===== config.mk =====
export PLATFORM = sky130hd
export DESIGN_NAME = fetch_unit_flat
export DESIGN_NICKNAME = d
export VERILOG_FILES = /design/src/rtl/fetch_if.sv /design/src/rtl/fetch_unit.sv /design/src/flat_wrapper.sv
export SDC_FILE = /design/constraint.sdc
export NUM_CORES = 1
export LEC_CHECK = 0
export CAP_MARGIN = 40
export CORE_MARGIN = 10
export CORE_UTILIZATION = 45
export DETAILED_ROUTE_END_ITERATION = 10
export DONT_BUFFER_PORTS = 1
export SLEW_MARGIN = 20
export SYNTH_ARGS = -nofsm -noshare
export SYNTH_HDL_FRONTEND = slang
export SYNTH_SLANG_ARGS = --single-unit
export TNS_END_PERCENT = 30

===== constraint.sdc =====
create_clock -name clk -period 4.35 [get_ports clk]
set_input_delay 0.2175 -clock clk [delete_from_list [all_inputs] [get_ports clk]]
set_output_delay 0.2175 -clock clk [all_outputs]
set_load 0.05 [all_outputs]

===== src/rtl/fetch_if.sv =====
// Fetch-unit bus bundle: ROM request/response, instruction handshake and redirect.
// The master side is the fetch unit; the slave side is its environment.
interface fetch_if;
  logic        rom_rd;
  logic [15:0] rom_addr;
  logic [7:0]  rom_data;
  logic        instr_valid;
  logic        instr_ready;
  logic [15:0] instr_word;
  logic        instr_len;
  logic [15:0] instr_pc;
  logic        jump;
  logic [15:0] jump_target;

  modport master (
    output rom_rd, rom_addr, instr_valid, instr_word, instr_len, instr_pc,
    input  rom_data, instr_ready, jump, jump_target
  );

  modport slave (
    input  rom_rd, rom_addr, instr_valid, instr_word, instr_len, instr_pc,
    output rom_data, instr_ready, jump, jump_target
  );
endinterface


===== src/rtl/fetch_unit.sv =====
// Byte-wide instruction prefetcher: one-cycle-latency ROM reads into a tagged
// circular queue, assembling 1- or 2-byte instructions (first byte bit7 = long).
module fetch_unit #(
  parameter int          FIFO_DEPTH = 4,
  parameter logic [15:0] RESET_PC   = 16'h0000
) (
  input  logic   clk,
  input  logic   rst_n,
  fetch_if.master bus
);
  localparam int AW = $clog2(FIFO_DEPTH);
  localparam int CW = AW + 1;
  localparam logic [CW:0] DEPTH_L = (CW+1)'(FIFO_DEPTH);

  logic [15:0]   fp_reg;
  logic [AW-1:0] rd_ptr_reg, wr_ptr_reg;
  logic [CW-1:0] count_reg;
  logic          inflight_reg;
  logic [15:0]   inflight_addr_reg;

  logic [7:0]  data_mem [FIFO_DEPTH];
  logic [15:0] tag_mem  [FIFO_DEPTH];

  logic [7:0]    head_byte;
  logic [AW-1:0] next_ptr;
  logic          head_long;
  logic          xfer;
  logic          push;
  logic [CW-1:0] pop_n;
  logic [CW:0]   level;

  assign head_byte = data_mem[rd_ptr_reg];
  assign next_ptr  = rd_ptr_reg + AW'(1);
  assign head_long = head_byte[7];

  assign bus.instr_valid = !bus.jump &&
                           (head_long ? (count_reg >= CW'(2)) : (count_reg >= CW'(1)));
  assign bus.instr_word  = {head_byte, head_long ? data_mem[next_ptr] : 8'h00};
  assign bus.instr_len   = head_long;
  assign bus.instr_pc    = tag_mem[rd_ptr_reg];

  assign xfer  = bus.instr_valid && bus.instr_ready;
  assign pop_n = xfer ? (head_long ? CW'(2) : CW'(1)) : CW'(0);

  // Credit check counts the byte still in flight and frees what pops this cycle.
  assign level = {1'b0, count_reg} + (CW+1)'(inflight_reg) - {1'b0, pop_n};

  // rst_n gating keeps the request line quiet while reset is held.
  assign bus.rom_rd   = rst_n && !bus.jump && (level < DEPTH_L);
  assign bus.rom_addr = fp_reg;

  // A redirect in the return cycle drops the arriving byte.
  assign push = inflight_reg && !bus.jump;

  always_ff @(posedge clk or negedge rst_n) begin
    if (!rst_n) begin
      fp_reg            <= RESET_PC;
      rd_ptr_reg        <= '0;
      wr_ptr_reg        <= '0;
      count_reg         <= '0;
      inflight_reg      <= 1'b0;
      inflight_addr_reg <= RESET_PC;
    end else if (bus.jump) begin
      fp_reg       <= bus.jump_target;
      rd_ptr_reg   <= '0;
      wr_ptr_reg   <= '0;
      count_reg    <= '0;
      inflight_reg <= 1'b0;
    end else begin
      if (bus.rom_rd) fp_reg <= fp_reg + 16'd1;
      inflight_reg      <= bus.rom_rd;
      inflight_addr_reg <= fp_reg;
      if (push) wr_ptr_reg <= wr_ptr_reg + AW'(1);
      rd_ptr_reg <= rd_ptr_reg + pop_n[AW-1:0];
      count_reg  <= count_reg + CW'(push) - pop_n;
    end
  end

  always_ff @(posedge clk) begin
    if (push) begin
      data_mem[wr_ptr_reg] <= bus.rom_data;
      tag_mem[wr_ptr_reg]  <= inflight_addr_reg;
    end
  end
endmodule


===== src/flat_wrapper.sv =====
// flat-port wrapper written by rule: the top's interface ports become plain ports
module fetch_unit_flat 
#(
  parameter int          FIFO_DEPTH = 4,
  parameter logic [15:0] RESET_PC   = 16'h0000
)
  (clk, rst_n, bus_rom_rd, bus_rom_addr, bus_instr_valid, bus_instr_word, bus_instr_len, bus_instr_pc, bus_rom_data, bus_instr_ready, bus_jump, bus_jump_target);
  fetch_if bus_i ();
  input  logic clk;
  input  logic rst_n;
  output wire logic [$bits(bus_i.rom_rd)-1:0] bus_rom_rd;
  output wire logic [$bits(bus_i.rom_addr)-1:0] bus_rom_addr;
  output wire logic [$bits(bus_i.instr_valid)-1:0] bus_instr_valid;
  output wire logic [$bits(bus_i.instr_word)-1:0] bus_instr_word;
  output wire logic [$bits(bus_i.instr_len)-1:0] bus_instr_len;
  output wire logic [$bits(bus_i.instr_pc)-1:0] bus_instr_pc;
  input wire logic [$bits(bus_i.rom_data)-1:0] bus_rom_data;
  input wire logic [$bits(bus_i.instr_ready)-1:0] bus_instr_ready;
  input wire logic [$bits(bus_i.jump)-1:0] bus_jump;
  input wire logic [$bits(bus_i.jump_target)-1:0] bus_jump_target;
  assign bus_rom_rd = bus_i.rom_rd;
  assign bus_rom_addr = bus_i.rom_addr;
  assign bus_instr_valid = bus_i.instr_valid;
  assign bus_instr_word = bus_i.instr_word;
  assign bus_instr_len = bus_i.instr_len;
  assign bus_instr_pc = bus_i.instr_pc;
  assign bus_i.rom_data = bus_rom_data;
  assign bus_i.instr_ready = bus_instr_ready;
  assign bus_i.jump = bus_jump;
  assign bus_i.jump_target = bus_jump_target;
  fetch_unit #(.FIFO_DEPTH(FIFO_DEPTH), .RESET_PC(RESET_PC)) u_core (.clk(clk), .rst_n(rst_n), .bus(bus_i));
endmodule

==> results.py <==
metrics = {
    "synthesis": {
        "ys_dominant_reg_cell": "sky130_fd_sc_hd__edfxtp_1",
        "yosys_register_bits": 136,
        "synth_async_sr_flop_share_pct": 29.4,
        "netlist_area_um2": 5860,
        "synth_cell_types": 44,
        "syn_inst": 353,
        "synthDominantCellAreaShare_pct": 49.2,
        "synth_area_per_cell_um2": 16.6,
        "netlist_top_cells_area": "sky130_fd_sc_hd__edfxtp_1 (49%), sky130_fd_sc_hd__dfrtp_1 (17%), sky130_fd_sc_hd__mux4_2 (12%)",
        "yosys_warn_count": 0,
        "number_of_flops_mapped_to_enable_cells_by_yosys": 96,
        "mappedNetlistNets": 394,
        "ys_seq_area_share_pct": 66.2,
        "synth_area_leader_cell": "sky130_fd_sc_hd__edfxtp_1",
    },
    "setup_path": {
        "critical_path.most_common_cell": "sky130_fd_sc_hd__ha_1",
        "crit_fanout": 9,
        "reg2reg_setup_slack_ns": 0.45,
        "critical_path.n_buffers_inverters": 1,
        "worst_path_dominant_cell_family": "simple AND/OR/NAND/NOR gates",
        "critical_path.cell_chain": "nand2b_1 -> nand3_1 -> o21ai_1 -> or4b_2 -> ha_1 -> ha_1 -> or2_1 -> a211oi_2 -> o21ai_2 -> a21boi_2 -> nor2b_1 -> buf_4",
        "cp-end-kind": "output pin",
        "start_kind": "flip-flop",
        "cp.arrival_ns": 3.86,
        "crit_path_max_incr_delay_ns": 0.67,
        "worst_ep_required_time_ns": 4.13,
        "reg2reg_from": "u_core.rd_ptr_reg[1]$_DFF_PN0_",
        "r2r_end": "u_core.bus.rom_addr[1]$_DFFE_PN0P_",
        "rr_worst_depth": 13,
        "kind_of_critical_path": "reg -> out",
        "crit_slowest_cell": "sky130_fd_sc_hd__or4b_2",
    },
    "layout": {
        "most-common-layout-cells": "sky130_fd_sc_hd__edfxtp_1 (96), sky130_fd_sc_hd__dfrtp_1 (38), sky130_fd_sc_hd__mux4_2 (30)",
        "num-nets-final": 443,
        "number_of_flip_flops_under_the_largest_register_name": 64,
        "multi_input_area_um2": 1870,
        "layout-drive-gt1-share_pct": 26.3,
        "regMostFlops": "u_core.tag_mem",
        "num_antenna_cells": 0,
        "mostFrequentLayoutCell": "sky130_fd_sc_hd__edfxtp_1",
        "instances_no_fill": 587,
        "area_overhead_of_the_layout_relative_to_synthesis_pct": 20.0,
        "fillerInstances": 1024,
        "seq_cell_area_um2": 3890,
        "reg_top3": "u_core.tag_mem x64, u_core.data_mem x32",
    },
    "clock_network": {
        "numClockSinks": 136,
        "clkTransAtPathRegs_ns": 0.06,
        "clk_latency_ns": 0.42,
        "tritoncts": "done",
        "h_tree_levels": 4,
        "cts_buffer_depth": 2,
        "clk_root_buffer_cell": "sky130_fd_sc_hd__clkbuf_16",
        "cts_made_buffers": 17,
    },
    "floorplan": {
        "i_o_pin_cnt": 79,
        "start_util_pct": 46.3,
        "chipHeight_um": 134,
        "floorplan.die_area_um2": 18000,
        "core_area_um2": 12700,
        "die_width_um": 134,
        "row_count": 41,
    },
    "sta": {
        "slew_headroom_pct": 52.7,
        "finalSetupViolations": 0,
        "setup_tns_ns": 0,
        "grt_setup_unrepaired": "no",
        "period_minus_slack_ns": 4.08,
        "whs_ns": 0.0754,
        "postLayoutSetupSlackWorst_ns": 0.273,
        "tightest_pin_transition_ns": 0.710,
        "final-max-slew-violation-count": 0,
        "worst_clock_skew_ns": 0.00508,
        "post-route-period-util_pct": 93.7,
        "hold_violations": 0,
        "timing.fmax_mhz": 245,
    },
    "min_path": {
        "whs_endpoint": "u_core.inflight_addr_reg[15]$_DFFE_PN0N_",
        "hold_path_class": "in -> reg",
        "holdPathStages": 2,
        "hold_path_startpoint": "bus_jump",
    },
    "drt": {
        "routed_wirelength_um": 11700,
        "route.antenna.remaining_nets": 0,
        "detail_route.drc_violations": 0,
        "detailroute.via_count": 3151,
        "wl_per_cell_um": 20.0,
        "initialDrtViolationCount": 186,
        "drt_first_pass_iters": 4,
        "post_drt_via_cell_ratio": 5.37,
    },
    "place": {
        "hpwl_detailed_um": 7600,
        "place_worst_setup_slack_ns": 0.481,
        "placed_cells_incl_taps": 526,
        "numPortBuffers": 0,
        "finalWeightedCongestion": 0.832,
    },
    "power_and_ir_drop": {
        "powerDensity_nw_per_um2": 572,
        "total_leakage_power_nw": 2.45,
        "internal-power_mw": 2.74,
        "vdd.ir_drop.worst_mv": 0.375,
        "seq_power_share_pct": 43.8,
        "netSwitchingFraction_pct": 32.0,
        "power_share_of_the_combinational_group_pct": 21.0,
        "p_switching_mw": 1.29,
        "share_clk_of_total_power_pct": 35.2,
        "total_power_mw": 4.03,
    },
    "run": {
        "maxCapViolations": 0,
    },
    "grt": {
        "grt_antenna_before_repair": 0,
        "gr-usage-all-layers_pct": 13.8,
        "overflow": 0,
        "first_global_vias": 3350,
        "grt_first_pass_wirelength_um": 19100,
        "largest_net_degree_at_the_start_of_global_routing": 53,
    },
    "status": {
        "run_status": "completed",
    },
}
==> area by class of cell <==
class                      instances  share of cell area (%)
sequential                       136                    55.2
timing repair buffer              47                    6.29
clock buffer                      19                    6.15
clock inverter                    13                    2.20
inverter                          10                   0.533
tap                              172                    3.06
multi-input combinational        190                    26.5
==> worst max-delay path by stage <==
stage / from / endpoint / slack, ns / depth (start not counted)
after floorplan: u_core.rd_ptr_reg[1]$_DFF_PN0_ / bus_rom_rd / 0.07 / 15
after CTS: u_core.rd_ptr_reg[1]$_DFF_PN0_ / bus_rom_rd / 0.09 / 12
after global routing: u_core.rd_ptr_reg[1]$_DFF_PN0_ / bus_rom_rd / 0.03 / 12
after detailed placement: u_core.rd_ptr_reg[1]$_DFF_PN0_ / u_core.bus.rom_addr[1]$_DFFE_PN0P_ / 0.48 / 12
after global placement: u_core.rd_ptr_reg[1]$_DFF_PN0_ / u_core.bus.rom_addr[1]$_DFFE_PN0P_ / 0.63 / 12
final: u_core.rd_ptr_reg[1]$_DFF_PN0_ / bus_rom_rd / 0.27 / 12
==> cells by family (layout without fill, tap and decap cells) <==
| group | count (synthesis) | count (layout) | share of synthesized area [%] |
|---|---|---|---|
| AO/OA/AOI/OAI | 38 | 38 | 4.54 |
| XOR/XNOR | 18 | 18 | 2.69 |
| adder cells (fa/ha/maj) | 13 | 13 | 2.90 |
| buffers and inverters | 27 | 89 | 1.98 |
| flip-flops | 136 | 136 | 66.2 |
| multiplexers | 51 | 51 | 15.5 |
| AND/OR/NAND/NOR | 70 | 70 | 6.14 |
==> power by group through the flow <==
stage	combinational (mW)	sequential (mW)	clock [mW]
after detailed placement	0.802	1.79	0
after floorplan	0.691	1.74	0
after CTS	0.849	1.77	1.45
after global routing	0.915	1.79	1.51
after global placement	0.775	1.78	0
final	0.847	1.76	1.42
==> synth_stat cells (all sizes together) (8+ instances only) <==
library cell,count
ha,12
mux2,19
nor2,9
dfrtp,40
edfxtp,96
o21ai,19
inv,10
buf,11
nand2,23
nor2b,13
mux4,30
xnor2,12
nand3,8
==> stage by stage <==
stage                     utilization (%)  instance area (µm²)
after detailed placement             48.5                 6140
after global placement               48.1                 6090
final                                55.5                 7040
after global routing                 55.5                 7040
after floorplan                         -                 5870
after CTS                            55.5                 7030
==> metal layers <==
| metal | vias to the layer above | wire length (µm) | GRT usage, % |
|---|---|---|---|
| li1 | 1440 | - | - |
| met1 | 1595 | 5280 | 16.9 |
| met2 | 95 | 5410 | 21.2 |
| met3 | 21 | 796 | 5.56 |
| met4 | 0 | 224 | 6.05 |
| met5 | - | 0 | 0 |
==> timing repair <==
item / CTS / global route
buffers inserted: 0 / 1
gates resized for setup: 0 / 1
endpoints found under the setup margin: 0 / 1
hold endpoints to repair: 112 / 0
hold buffers: 28 / 0
Power figures use the tool's default switching activity.
